<file path="src/rtl/rate_pkg.sv">
// Shared types and helpers for the rate-adapting sample buffer.
// Provides the PRIME/RUN state type and the phase-accumulator width helper.
// No ports; imported by sample_rate_buffer.
package rate_pkg;

  typedef enum logic {
    PRIME = 1'b0,
    RUN   = 1'b1
  } state_t;

  // acc stays below freqSys, and acc + step stays below 2*freqSys,
  // so one extra bit over $clog2(freqSys) holds the pre-wrap sum.
  function automatic int accWidth(input int freqSys);
    return $clog2(freqSys) + 1;
  endfunction

endpackage

</file>
<file path="src/rtl/sample_fifo.sv">
// Synchronous FIFO holding input samples until the output tick pops them.
// Latency: a push at edge E is visible at rd_data/level right after E; pop at edge.
// Backpressure: push ignored while full, pop ignored while empty.
// Ports: clk, rst_n (async active-low), push/wr_data, pop/rd_data (head, combinational),
//        full, empty, level (occupancy 0..DEPTH).
module sample_fifo #(
  parameter int DATA_W = 16,
  parameter int DEPTH  = 8
) (
  input  logic                     clk,
  input  logic                     rst_n,
  input  logic                     push,
  input  logic [DATA_W-1:0]        wr_data,
  input  logic                     pop,
  output logic [DATA_W-1:0]        rd_data,
  output logic                     full,
  output logic                     empty,
  output logic [$clog2(DEPTH):0]   level
);

  localparam int AW = $clog2(DEPTH);
  localparam int LW = AW + 1;

  // Pointers carry one wrap bit so full and empty are distinguishable.
  logic [AW:0]       wr_ptr;
  logic [AW:0]       rd_ptr;
  logic [DATA_W-1:0] mem [DEPTH];
  logic              do_push;
  logic              do_pop;

  assign level   = wr_ptr - rd_ptr;
  assign full    = (level == LW'(DEPTH));
  assign empty   = (wr_ptr == rd_ptr);
  assign do_push = push && !full;
  assign do_pop  = pop && !empty;
  assign rd_data = mem[rd_ptr[AW-1:0]];

  always_ff @(posedge clk or negedge rst_n) begin
    if (!rst_n) begin
      wr_ptr <= '0;
      rd_ptr <= '0;
    end else begin
      if (do_push) wr_ptr <= wr_ptr + 1'b1;
      if (do_pop)  rd_ptr <= rd_ptr + 1'b1;
    end
  end

  // Storage needs no reset: contents are only read between the pointers.
  always_ff @(posedge clk) begin
    if (do_push) mem[wr_ptr[AW-1:0]] <= wr_data;
  end

endmodule

</file>
<file path="src/rtl/sample_rate_buffer.sv">
// Rate-adapting buffer: accepts samples at source pace, emits one per FREQ_OUT tick.
// Latency: tick evaluated in cycle T pops at the end of T; outValid/outData show in T+1.
// Backpressure: inReady = !full (independent of a same-cycle pop); no output backpressure.
// Ports: clk, rstN (async active-low), inValid/inData/inReady (input handshake),
//        outValid/outData (registered pulse + held sample), fillLevel (occupancy),
//        underflow (sticky, tick found FIFO empty in RUN), clrErr (sync clear, set wins).
module sample_rate_buffer
  import rate_pkg::*;
#(
  parameter int DATA_W   = 16,
  parameter int DEPTH    = 8,
  parameter int FREQ_SYS = 50,
  parameter int FREQ_OUT = 10
) (
  input  logic                   clk,
  input  logic                   rstN,
  input  logic                   inValid,
  input  logic [DATA_W-1:0]      inData,
  output logic                   inReady,
  output logic                   outValid,
  output logic [DATA_W-1:0]      outData,
  output logic [$clog2(DEPTH):0] fillLevel,
  output logic                   underflow,
  input  logic                   clrErr
);

  localparam int ACC_W       = accWidth(FREQ_SYS);
  localparam int LW          = $clog2(DEPTH) + 1;
  localparam int PRIME_LEVEL = DEPTH / 2;

  localparam logic [ACC_W-1:0] STEP    = ACC_W'(FREQ_OUT);
  localparam logic [ACC_W-1:0] MODULUS = ACC_W'(FREQ_SYS);

  logic [ACC_W-1:0]  acc;
  logic [ACC_W-1:0]  acc_sum;
  logic              tick;
  state_t            state;
  state_t            state_next;
  logic              push;
  logic              pop;
  logic              uf_set;
  logic              fifo_full;
  logic              fifo_empty;
  logic [DATA_W-1:0] fifo_head;
  logic [LW-1:0]     fifo_level;
  logic [LW:0]       level_after_push;

  sample_fifo #(
    .DATA_W (DATA_W),
    .DEPTH  (DEPTH)
  ) u_fifo (
    .clk     (clk),
    .rst_n   (rstN),
    .push    (push),
    .wr_data (inData),
    .pop     (pop),
    .rd_data (fifo_head),
    .full    (fifo_full),
    .empty   (fifo_empty),
    .level   (fifo_level)
  );

  assign inReady   = !fifo_full;
  assign push      = inValid && !fifo_full;
  assign fillLevel = fifo_level;

  // Phase accumulator: a tick fires whenever the running phase crosses FREQ_SYS,
  // giving exactly FREQ_OUT ticks per FREQ_SYS cycles with deterministic jitter.
  assign acc_sum = acc + STEP;
  assign tick    = (acc_sum >= MODULUS);

  always_ff @(posedge clk or negedge rstN) begin
    if (!rstN) acc <= '0;
    else       acc <= tick ? (acc_sum - MODULUS) : acc_sum;
  end

  // PRIME leaves at the same edge the threshold is crossed, so the decision
  // uses the occupancy including this cycle's push. No pops happen in PRIME.
  assign level_after_push = (LW+1)'(fifo_level) + (LW+1)'(push);

  always_comb begin
    state_next = state;
    pop        = 1'b0;
    uf_set     = 1'b0;
    case (state)
      PRIME: begin
        if (level_after_push >= (LW+1)'(PRIME_LEVEL)) state_next = RUN;
      end
      RUN: begin
        if (tick) begin
          if (!fifo_empty) begin
            pop = 1'b1;
          end else begin
            uf_set     = 1'b1;
            state_next = PRIME;
          end
        end
      end
    endcase
  end

  always_ff @(posedge clk or negedge rstN) begin
    if (!rstN) begin
      state     <= PRIME;
      outValid  <= 1'b0;
      outData   <= '0;
      underflow <= 1'b0;
    end else begin
      state    <= state_next;
      outValid <= pop;
      if (pop) outData <= fifo_head;
      // A new underflow outranks a clear landing in the same cycle.
      underflow <= uf_set | (underflow & ~clrErr);
    end
  end

endmodule

</file>
<file path="config.mk">
export PLATFORM = sky130hd
export DESIGN_NAME = sample_rate_buffer
export DESIGN_NICKNAME = d
export VERILOG_FILES = /design/src/rtl/rate_pkg.sv /design/src/rtl/sample_fifo.sv /design/src/rtl/sample_rate_buffer.sv
export SDC_FILE = /design/constraint.sdc
export NUM_CORES = 1
export LEC_CHECK = 0
export BUFFER_PORTS_ARGS = -buffer_cell sky130_fd_sc_hd__buf_4
export CAP_MARGIN = 20
export CORE_AREA = 2 2 161 163
export CTS_CLUSTER_SIZE = 8
export DETAILED_ROUTE_END_ITERATION = 6
export DIE_AREA = 0 0 163 165
export GPL_TIMING_DRIVEN = 0
export PLACE_DENSITY = 0.51
export SLEW_MARGIN = 30
export SYNTH_ARGS = -nofsm -noshare
export SYNTH_HDL_FRONTEND = slang
export SYNTH_SLANG_ARGS = --single-unit
</file>
<file path="constraint.sdc">
create_clock -name clk -period 4.6 [get_ports clk]
set_clock_uncertainty 0.1 [all_clocks]
set_input_delay 0.46 -clock clk [delete_from_list [all_inputs] [get_ports clk]]
set_output_delay 0.46 -clock clk [all_outputs]
set_load 0.005 [all_outputs]
</file>
# [Yosys cells after proc, flatten, opt, wreduce, memory -nomap -nowiden]
# Memories as Yosys holds them, arrays and structs flattened. A register that Yosys moved wholly into a read port is not among the register bits.
# Cells that the tools add are included.
[classes] n_reduce_logical=6 order_cmp=2 bitwise=4 n_mux=12 n_eq_ne=2 n_addsub=6
[op_table] operator="two-way mux 1 bit" n=10
[op_table] operator="adder 4 x 1 -> 4 bit, second input constant" n=2
[op_table] operator="adder 7 x 4 -> 7 bit, second input constant" n=1
[op_table] operator="greater-or-equal comparator 7 x 6 -> 1 bit, second input constant" n=1
[op_table] operator="two-way mux 7 bit" n=1
[op_table] operator="subtractor 7 x 6 -> 7 bit, second input constant" n=1
[op_table] operator="adder 4 x 1 -> 5 bit" n=1
[op_table] operator="greater-or-equal comparator 5 x 3 -> 1 bit, second input constant" n=1
[op_table] operator="equality test 4 bit" n=1
[op_table] operator="equality test 4 bit, second input constant" n=1
[op_table] operator="subtractor 4 bit" n=1
[op_table] operator="logical AND 1 bit" n=3
[op_table] operator="logical NOT 1 bit" n=3
[op_table] operator="inverter 1 bit" n=2
[op_table] operator="case mux 1 bit (2 select lines)" n=1
[op_table] operator="AND 1 bit" n=1
[op_table] operator="OR 1 bit" n=1
[word_totals] wordCells=39 register_bits=18 mem_bits_rw=128 n_memories=1 output_inout_bits=23
[memory_table] memory="u_fifo.mem" words=8 width=16 read_ports=1 rd_clocked_by_memory_dff=1 write_ports=1 line_no="sample_fifo.sv:27" source="logic [DATA_W-1:0] mem [DEPTH];"

# [Logic depth before layout (Yosys ltp)]
# Gate-level depths: netlist of run 1.
[depth] word_depth=8 ltp_mapped=11 depth_no_buf=9

# [Modules after synthesis]
# Synthesis of run 1 repeated with hierarchy kept, for this count alone.
[unflattened] cells_unflattened=381 area_unflattened_um2=6750.2
[by_module_without_submodules] module="sample_fifo" seq_area_each_um2=4043.9 area_each_um2=5440.2 n_inst=1 cells_per_inst=281
[by_module_without_submodules] module="sample_rate_buffer" seq_area_each_um2=625.6 area_each_um2=1310.0 n_inst=1 cells_per_inst=100

# [Worst setup path before layout of run 1]
# Ideal clock, no wire load.
[synth_timing] path_type="reg-to-reg" startpoint="reg u_fifo.rd_ptr[2]" endpoint="mem u_fifo.mem[0][0] (enable)" arrival_ps=3445 synth_period_minus_slack_ps=3976 stages_incl_launch_ff=9 path_slack_ps=624 cell_sequence="dfrtp_1 -> clkbuf_1 -> clkinv_1 -> clkbuf_1 -> ha_1 -> o21ai_0 -> a21oi_1 -> o31ai_2 -> nor4_1"
[synth_via] elab_chain_cells=7
[synth_lines] element="from (decl)" line_no="sample_fifo.sv:26" source="logic [AW:0] rd_ptr;"
[synth_lines] element="from (signal assigned)" line_no="sample_fifo.sv:44" source="if (do_pop) rd_ptr <= rd_ptr + 1'b1;"
[synth_lines] element="subtractor 4 bit (*)" line_no="sample_fifo.sv:31" source="assign level = wr_ptr - rd_ptr;"
[synth_lines] element="equality test 4 bit (*)" line_no="sample_fifo.sv:32" source="assign full = (level == LW'(DEPTH));"
[synth_lines] element="logical NOT 1 bit (*)" line_no="sample_fifo.sv:34, sample_rate_buffer.sv:64"
[synth_lines] element="logical AND 1 bit" line_no="sample_rate_buffer.sv:64" source="assign push = inValid && !fifo_full;"
[synth_lines] element="logical AND 1 bit (*)" line_no="sample_fifo.sv:34" source="assign do_push = push && !full;"
[synth_lines] element="two-way mux 1 bit (*)" line_no="sample_fifo.sv:50" source="if (do_push) mem[wr_ptr[AW-1:0]] <= wr_data;"
[synth_lines] element="two-way mux 1 bit (not written as such) (*)" line_no="sample_fifo.sv:50"
[synth_lines] element="to (decl)" line_no="sample_fifo.sv:27"
# Mark *: on every way between the ends. The rest lies on a longest branch, timed or not.

# [Worst setup path in the final report of run 1]
[layout_timing] startpoint="reg u_fifo.rd_ptr[2]" endpoint="mem u_fifo.mem[7][12] (enable)"
# Same word-level chain as after synthesis.

==> results of run 1 <==
[layout make-up]
type	count	area [um^2]	area share [%]
timing repair buffer	66	483.0	6.064
multi-input combinational	179	1647	20.68
inverter	14	52.55	0.6599
clock buffer	18	429.2	5.389
tap	330	412.9	5.185
sequential	161	4669	58.63
clock inverter	14	178.9	2.247
buffer	17	91.34	1.147
[power groups by stage]
stage                     clock network [mW]  registers [mW]  logic [mW]
after detailed placement                   0            2.07        1.80
after floorplan                            0            2.03        1.08
final                                   1.45            2.04        1.75
after CTS                               1.48            2.05        1.81
after global placement                     0            2.07        1.67
after global routing                    1.55            2.07        1.95
[state kept, by name, summed over array words and instances, names as in the netlist]
signal         count
u_fifo.mem       128
outData           16
acc                6
u_fifo.rd_ptr      4
u_fifo.wr_ptr      4
outValid           1
state              1
underflow          1
[per-layer routing]
layer  part of all wire (%)  global-route usage [%]  vias to the layer above  wire length [um]
met5                      0                       0                        -                 0
met4                   0.86                   3.862                        0               124
met3                    4.7                   3.014                       10               684
met2                     52                   19.78                       72              7557
met1                     42                   13.89                     1765              6049
li1                       -                       -                     1592                 -
[metrics by stage]
stage               TNS [ps]  cells
floorplan                  0    371
global placement     -192430    743
detailed placement         0    766
CTS                        0    799
global route               0    799
finish                     0    799
[how the worst max path moves through the flow]
stage,end,startpoint,cells past startpoint,slack (ps)
2_1_floorplan,u_fifo.mem[0][0],u_fifo.rd_ptr[2],8,620
3_3_place_gp,u_fifo.mem[2][3],u_fifo.rd_ptr[2],8,-1830
3_5_place_dp,u_fifo.mem[0][12],u_fifo.rd_ptr[2],10,370
4_1_cts,u_fifo.mem[0][6],u_fifo.rd_ptr[2],10,350
5_1_grt,u_fifo.mem[0][9],u_fifo.rd_ptr[2],10,110
6_report,u_fifo.mem[7][12],u_fifo.rd_ptr[2],10,500
[cells in the final DEF (no fill, tap or decap), types with 2 or more instances in the layout]
cell and n:
sky130_fd_sc_hd__o21ai_1 2, sky130_fd_sc_hd__nor4_2 3, sky130_fd_sc_hd__mux4_2 32, sky130_fd_sc_hd__buf_6 2
sky130_fd_sc_hd__nand3_1 5, sky130_fd_sc_hd__inv_6 5, sky130_fd_sc_hd__nor3_2 5, sky130_fd_sc_hd__bufinv_16 3
sky130_fd_sc_hd__a21oi_1 2, sky130_fd_sc_hd__nor2_1 21, sky130_fd_sc_hd__clkinv_4 4, sky130_fd_sc_hd__or3_1 2
sky130_fd_sc_hd__xnor2_1 10, sky130_fd_sc_hd__clkinv_2 2, sky130_fd_sc_hd__nor3_1 2, sky130_fd_sc_hd__dfrtp_1 33
sky130_fd_sc_hd__clkbuf_16 17, sky130_fd_sc_hd__ha_1 8, sky130_fd_sc_hd__a31oi_1 17, sky130_fd_sc_hd__buf_4 60
sky130_fd_sc_hd__edfxtp_1 128, sky130_fd_sc_hd__and3_1 2, sky130_fd_sc_hd__nor2b_1 4, sky130_fd_sc_hd__xor2_1 6
sky130_fd_sc_hd__clkbuf_1 8, sky130_fd_sc_hd__buf_2 13, sky130_fd_sc_hd__inv_1 13, sky130_fd_sc_hd__o21ai_0 4
sky130_fd_sc_hd__nand2_1 40
[timing repair]
item	CTS	global route
endpoints found under the setup margin	0	0
setup buffers	0	0
hold buffers	1	0
hold endpoints to repair	33	0
[kinds of logic after synthesis]
logic type               count (synthesis)  share of synthesized area, %
multiplexers                            33                         11.41
adder cells (fa/ha/maj)                  9                         1.872
AO/OA/AOI/OAI                           33                         3.432
AND/OR/NAND/NOR                         88                         6.084
flip-flops                             161                         72.78
buffers and inverters                   31                         2.243
XOR/XNOR                                16                         2.184
==> run summary, run 1 <==
The die is 165 um tall. The detailed-routing iteration count for the pre-antenna-repair pass was 5. By count the netlist is led by sky130_fd_sc_hd__edfxtp_1, sky130_fd_sc_hd__nand2_1, sky130_fd_sc_hd__dfrtp_1. The tools report the worst slack on hold paths as 115.8 ps. The logs give 34 for the pin count of the biggest net entering global routing and 0 for the leftover overflow at the end of global routing. The path class of the lowest-slack min-delay path was in2reg. The run gives 0 as the number of design rule violations left after detail routing.

In this run the count of I/O pins placed on the die edge is 43. Walking the worst path, the cells encountered are clkbuf_1 > clkinv_1 > clkbuf_1 > ha_1 > xor2_1 > nand3_1 > o31ai_2 > nor3_2 > buf_4 > buf_4. Cell internal power was estimated by the tool at 3.563 mW.

The tools report the worst-case headroom to the max-slew limit as 46.12%. The synthesized net count was 400. Static timing analysis puts the maximum clock frequency at 0.2436 GHz. The critical path's largest stage delay works out to 630 ps. In this run the static leakage power is 2.862 nW. The capture endpoint of the worst hold path is underflow.

Post-route minimum period: 4105 ps. The worst setup path is of the reg2reg kind. The average wire per cell in the routed design is 18.04 um.

After synthesis, the cell types taking the most area are sky130_fd_sc_hd__edfxtp_1, sky130_fd_sc_hd__dfrtp_1, sky130_fd_sc_hd__mux4_2. Of the synthesized area, sequential elements account for 72.78%. The floorplan step defined a die boundary enclosing 0.02690 mm^2. The mapped netlist covers 0.006416 mm^2. The run finished with clean final reports.

Startpoint of the most critical hold path: clrErr. The cell count of the worst hold path is 2, and the net switching power figure is 1.680 mW. The tools report the clock insertion delay at the later pin of the skew report as 430 ps. After synthesis, the largest area contributor takes up 59.91% of total cell area. Setup repair after global routing left no endpoint under its margin. Max-cap violations in this run came to 0.

Library cell with the highest instance count after synthesis: sky130_fd_sc_hd__edfxtp_1. TritonCTS built the clock tree. In this run the clock root is driven by a sky130_fd_sc_hd__clkbuf_16. The tools report the wire length reported by the detailed router as 14420 um. The number of I/O port buffers is 42. IR analysis of the VDD net gives a maximum drop of 0.0002871 V.

The setup slack at placement is 373.8 ps, and the final number of setup-violating endpoints is 0. The slowest stage cell on the critical path is sky130_fd_sc_hd__o31ai_2. The largest total area in the synthesized netlist belongs to sky130_fd_sc_hd__edfxtp_1. The detail route stage leaves a number of antenna-violating nets equal to 0. The final number of max-transition violations came out at 0.

The net switching share of the total power is 32.04%, and the combinational power share is 33.4%. The largest fanout of any net on the critical path is 10, and the slew at the pin closest to its max-slew limit is 808.3 ps. For the worst setup path, the data required time is 4690 ps.

With fillers left out, the area of the finished cells amounts to 0.007964 mm^2. Setup slack on the worst reg-to-reg path comes out at 500 ps. The filler cells instantiated in the layout total 2435. Among all flip-flop cells after synthesis, the most frequent one is sky130_fd_sc_hd__edfxtp_1.

The number of sinks driven by the clock tree was 161. The cell count after synthesis came out at 371. In this run the critical register-to-register path is captured at u_fifo.mem[7][12]. During synthesis, Yosys emitted a total of 0 warnings. Data on the critical path arrives at its endpoint at 4190 ps. Clock-pin slew was measured on the worst setup and hold paths at 70 ps. The number of antenna diodes in the final layout is 0.

Compared with the post-synthesis result, the final layout area differs by 24.12%. The post-route worst setup slack was 495.4 ps; the number of violations reported at the end of detailed-routing iteration 0 was 317. In the routed layout, each cell is associated on average with a via count of 4.304. Global routing used 11.44% of the available tracks. STA classifies the critical path startpoint as a flip-flop. The width of the chip came out at 163 um.

For the core occupancy in the finished layout, the log shows 31.81%. The kind of cell with the highest combined delay on the critical path is buffers and inverters. The post-CTS resize count came out at 0.

The post-route netlist has 32.20% of its cells at a drive strength greater than 1. The run gives 3439 as the via count. The total of flip-flops plus latches after synthesis was 161. The number of cells on the worst reg-to-reg path is 10. Power comes to 5.243 mW.

The number of distinct library cell variants in the gate-level netlist after synthesis was 38. For the core outline area, the log shows 0.02504 mm^2. Mean post-synth cell area: 17.29 um^2.

The via count of the first global-routing pass came out at 3662. The critical path contains buffers and inverters numbering 5 combined. The net count of the finished layout is 485.

The start of the worst register-to-register path was u_fifo.rd_ptr[2]. For this configuration, the core starts out at a cell density of 25.63%. In this run, synthesis inferred 128 flip-flops with an integrated enable. The floorplan has 58 rows. The total power divided by cell area is 658.3 mW/mm^2, and the share of power burned in registers is 38.9%. The initial antenna violation count is 0. The logs give 0 for the number of hold-slack violations in the final timing report and 2 for the maximum root-to-sink buffer count. The HPWL reported at the end of detailed placement was 10090 um. Of the available clock period, the critical path in the final layout requires 89.23%. The run gives 0.007346 mm^2 as the instance area after placement. Category of the worst setup path capture point: a flip-flop. For this run, asynchronously set or reset flops after synthesis account for 20.50%.

The TritonCTS buffer count was 17. For the fraction of power consumed by the clock network, the log shows 27.7%. The first global-routing pass estimated 21920 um of wire. The last weighted congestion value of the routability-driven placer is 0.6910, and the maximum level of the CTS H-tree is 4.
No activity file was read; power rests on OpenSTA's default activity.
==> inputs of run 2 (changes only) <==
Settings changed: ABC_CLOCK_PERIOD_IN_PS set to 4600, CORE_AREA 2 2 161 163 to 2 2 165 167, DIE_AREA 0 0 163 165 to 0 0 167 169, SYNTH_HIERARCHICAL set to 1.
==> run summary, run 2 <==
The post-route minimum period came out at 4304 ps (+199.3 ps). The number of violations reported at the end of detailed-routing iteration 0 was 245 (-23%). Among all cell types in the netlist, the one instantiated most often is sky130_fd_sc_hd__edfxtp_1.

The clock-pin slew on the worst setup and hold paths is 70 ps (about the same). The endpoint required time on the critical path was 4620 ps (-70 ps). The maximum vdd ir drop was 0.0003955 V (+38%); the total power divided by cell area was 684.0 mW/mm^2 (+3.9%).

The synthesized net count was 413 (+3.3%); the number of nets with antenna violations after routing was 0 (unchanged). The library cell used most frequently in the layout, excluding fill and tap cells, is sky130_fd_sc_hd__edfxtp_1. The share of cells above drive strength 1 is 36.71% (+4.5 points), and the final number of max-transition violations is 0 (unchanged).

The clock insertion delay at the later pin of the skew report was 420 ps (about the same); the number of design rule violations left after detail routing was 0 (unchanged). The combined area of all synthesized cells was 0.006750 mm^2 (+5.2%). The leftover overflow at the end of global routing came out at 0 (unchanged). Initial core utilization: 25.47% (-0.16 points).

The flow ran to the end, and the final reports show no timing, DRC or antenna violations. Initial antenna violation count: 0 (unchanged). Root cell of the clock tree: sky130_fd_sc_hd__clkbuf_16.

By area the synthesized netlist is led by sky130_fd_sc_hd__edfxtp_1, sky130_fd_sc_hd__dfrtp_1, sky130_fd_sc_hd__mux4_2. The depth of the worst register-to-register path works out to 11 (+1). Via count of the first global-routing pass: 3724 (+1.7%). The share of the synthesized area in the top cell type was 56.94% (-3.0 points). The min-delay analysis places its worst path in the category in2reg. TritonCTS buffer count: 17 (unchanged). The last weighted congestion value of the routability-driven placer is 0.7148 (+3.4%). The tools report the destination of the worst register-to-register timing path as u_fifo/mem[2][15]. The via-per-instance ratio was 4.299 (-0.11%); the number of flops mapped to enable cells by yosys was 128 (unchanged).

The run gives 60 (+3.4%) as the number of standard-cell rows in the floorplan. For the maximum level of the CTS H-tree, the log shows 4 (unchanged). The number of instances in the synthesized netlist is 381 (+2.7%). Setup slack at placement: -79.13 ps (-452.9 ps).

The layout filler cell count was 2567 (+5.4%). The width of the chip works out to 167 um (+2.5%). The achievable clock frequency is 0.2323 GHz (-4.6%).

Slew at the pin closest to its max-slew limit: 827.7 ps (+19.45 ps). For this run, the leading register cell type out of synthesis is sky130_fd_sc_hd__edfxtp_1. The startpoint identified for the worst register-to-register timing path is u_fifo/rd_ptr[2].

Number of maximum-capacitance violations: 0 (unchanged). Setup repair after global routing left no endpoint under its margin. Average wire per cell in the routed design: 18.05 um (about the same). After synthesis, the most frequently instantiated cells are sky130_fd_sc_hd__edfxtp_1, sky130_fd_sc_hd__nand2_1, sky130_fd_sc_hd__dfrtp_1.

The run gives 6 (+6) as the number of warnings printed during yosys synthesis. The worst setup path is captured at a flip-flop. The maximum root-to-sink buffer count is 2 (unchanged). The tools report the area of the die as 0.02822 mm^2 (+4.9%). Of all cell types, the one taking the most synthesized area is sky130_fd_sc_hd__edfxtp_1. The worst-case headroom to the max-slew limit was 44.82% (-1.3 points); the number of hold-slack violations in the final timing report was 0 (unchanged). The leakage component of the power came out at 2.993 nW (+4.6%). The path type of the worst setup path is reg2reg. The run gives 69.18% (-3.6 points) as the sequential share of the synthesized area. The total of flip-flops plus latches after synthesis was 161 (unchanged). The number of sinks driven by the clock tree came out at 161 (unchanged).

The run gives 493 (+1.6%) as the net count reported at finish. The y dimension of the die is 169 um (+2.4%), and the share of async-settable or async-resettable flops after synthesis is 20.50% (unchanged). The detailed-routing iteration count for the pre-antenna-repair pass was 4 (-1); the number of I/O port buffers was 42 (unchanged). The worst path arrival time is 4320 ps (+130 ps). STA classifies the critical path startpoint as a flip-flop.

The wire length reported by the detailed router is 14710 um (+2.0%), and the final critical-path share of the clock period is 93.56% (+4.3 points). The pin count of the biggest net entering global routing was 34 (unchanged). The run gives 0.004669 mm^2 (unchanged) as the area used by sequential logic in the layout. The library cells used most frequently in the layout, excluding fill and tap cells, are sky130_fd_sc_hd__edfxtp_1, sky130_fd_sc_hd__buf_4, sky130_fd_sc_hd__nand2_1, sky130_fd_sc_hd__dfrtp_1, sky130_fd_sc_hd__mux4_2. The post-route worst setup slack came out at 296.1 ps (-199.3 ps).

In this run the worst setup path terminates at u_fifo/mem[2][15]. The tools report the internal reg-to-reg setup slack as 300 ps (-200 ps). TritonCTS built the clock tree. The final number of setup-violating endpoints is 0 (unchanged), and the layout overhead on the synthesized area is 23.19%. The number of flip-flops in the largest register works out to 128 (unchanged).

The logs give 43 (unchanged) for the number of I/O pins and 9921 um (-1.7%) for the HPWL reported at the end of detailed placement. The largest fanout of any net on the critical path was 10 (unchanged); the post-route setup TNS was 0 ps (unchanged). For the multi-input gate area in the final layout, the log shows 0.002023 mm^2 (+23%). Mean post-synth cell area: 17.72 um^2 (+2.4%). The run gives 54 (+42%) as the number of distinct library cell variants in the gate-level netlist after synthesis. Tracing the worst setup path back leads to its startpoint at u_fifo/rd_ptr[2].

The global-route total usage across every layer came out at 10.89% (-0.55 points). The number of antenna diodes is 0 (unchanged). For the wire length of the first global-routing pass, the log shows 22690 um (+3.5%).

The core outline area came out at 0.02650 mm^2 (+5.8%). For the via count, the log shows 3504 (+1.9%).
==> run 2: cell types whose count changed after synthesis, moves of 4 or more <==
cell	delta
sky130_fd_sc_hd__xor2_1	-4
sky130_fd_sc_hd__nor2_1	-14
sky130_fd_sc_hd__nand2_1	+19
sky130_fd_sc_hd__mux2_4	+10
sky130_fd_sc_hd__a31oi_1	-16
sky130_fd_sc_hd__mux2_2	+7
==> run 2: power breakdown <==
part	leakage, nW	switching, mW	internal [mW]	total, mW
registers	1.56	0.132	1.92	2.05
logic	1.15	1.15	1.05	2.21
clock network	0.286	0.611	0.817	1.43
==> run 2: kinds of logic after synthesis <==
| logic type | after synthesis | share of synthesized area [%] |
|---|---|---|
| fa+ha+maj | 12 | 2.335 |
| buf+inv | 27 | 1.928 |
| compound gates | 24 | 3.504 |
| xor+xnor | 13 | 1.909 |
| simple gates | 93 | 6.766 |
| flops | 161 | 69.18 |
| mux | 51 | 14.38 |
==> run 2: timing repair <==
item,in CTS,in global routing
hold endpoints to repair,33,0
pin swaps,0,1
resized for setup,1,0
setup buffers,0,1
endpoints found under the setup margin,99,79
hold buffers,1,0
==> run 2: metrics by stage <==
step	std cells	instance area (um^2)	power, mW	hold slack, ps	utilization, %
after floorplan	381	6763	3.503	64.41	-
after global placement	764	7505	4.169	378.4	28.32
after detailed placement	781	7694	4.322	377.9	29.03
after CTS	814	8308	5.767	100.6	31.35
after global routing	815	8315	6.046	104.3	31.38
final	815	8315	5.688	116.2	31.38
==> run 2: worst min-delay path by stage <==
stage                     slack (ps)         end  cells after the start   start
after floorplan                   60      acc[1]                      0    rstN
after global placement           380  outData[1]                      1    rstN
after detailed placement         380  outData[1]                      1    rstN
after CTS                        100   underflow                      2  clrErr
after global routing             100   underflow                      2  clrErr
final                            120   underflow                      2  clrErr
==> run 2: layer usage <==
| metal | routed length [um] | part of all wire, % | vias up | global-route usage (%) |
|---|---|---|---|---|
| met5 | 0 | 0 | - | 0 |
| met4 | 136 | 0.92 | 0 | 2.924 |
| li1 | - | - | 1616 | - |
| met3 | 525 | 3.6 | 9 | 2.923 |
| met2 | 7065 | 48 | 54 | 17.41 |
| met1 | 6982 | 47 | 1825 | 14.69 |
==> run 2: final cells by class <==
cell class	instances	share of cell area (%)
clock buffers	17	5.116
well taps	341	5.131
inverters	14	0.6621
multi-input cells	193	24.33
plain buffers	13	0.9028
flip-flops and latches	161	56.15
repair buffers	61	5.582
clock inverters	15	2.122
==> run 2: critical path: stages (launching register included) <==
cell,delay (ps)
sky130_fd_sc_hd__dfrtp_1,310
sky130_fd_sc_hd__buf_2,270
sky130_fd_sc_hd__clkinv_1,330
sky130_fd_sc_hd__clkbuf_1,460
sky130_fd_sc_hd__ha_1,510
sky130_fd_sc_hd__nand3b_1,150
sky130_fd_sc_hd__a21oi_2,380
sky130_fd_sc_hd__nor3_4,110
sky130_fd_sc_hd__nor2b_2,360
sky130_fd_sc_hd__nand2_1,280
sky130_fd_sc_hd__nor4b_4,430
sky130_fd_sc_hd__buf_4,280
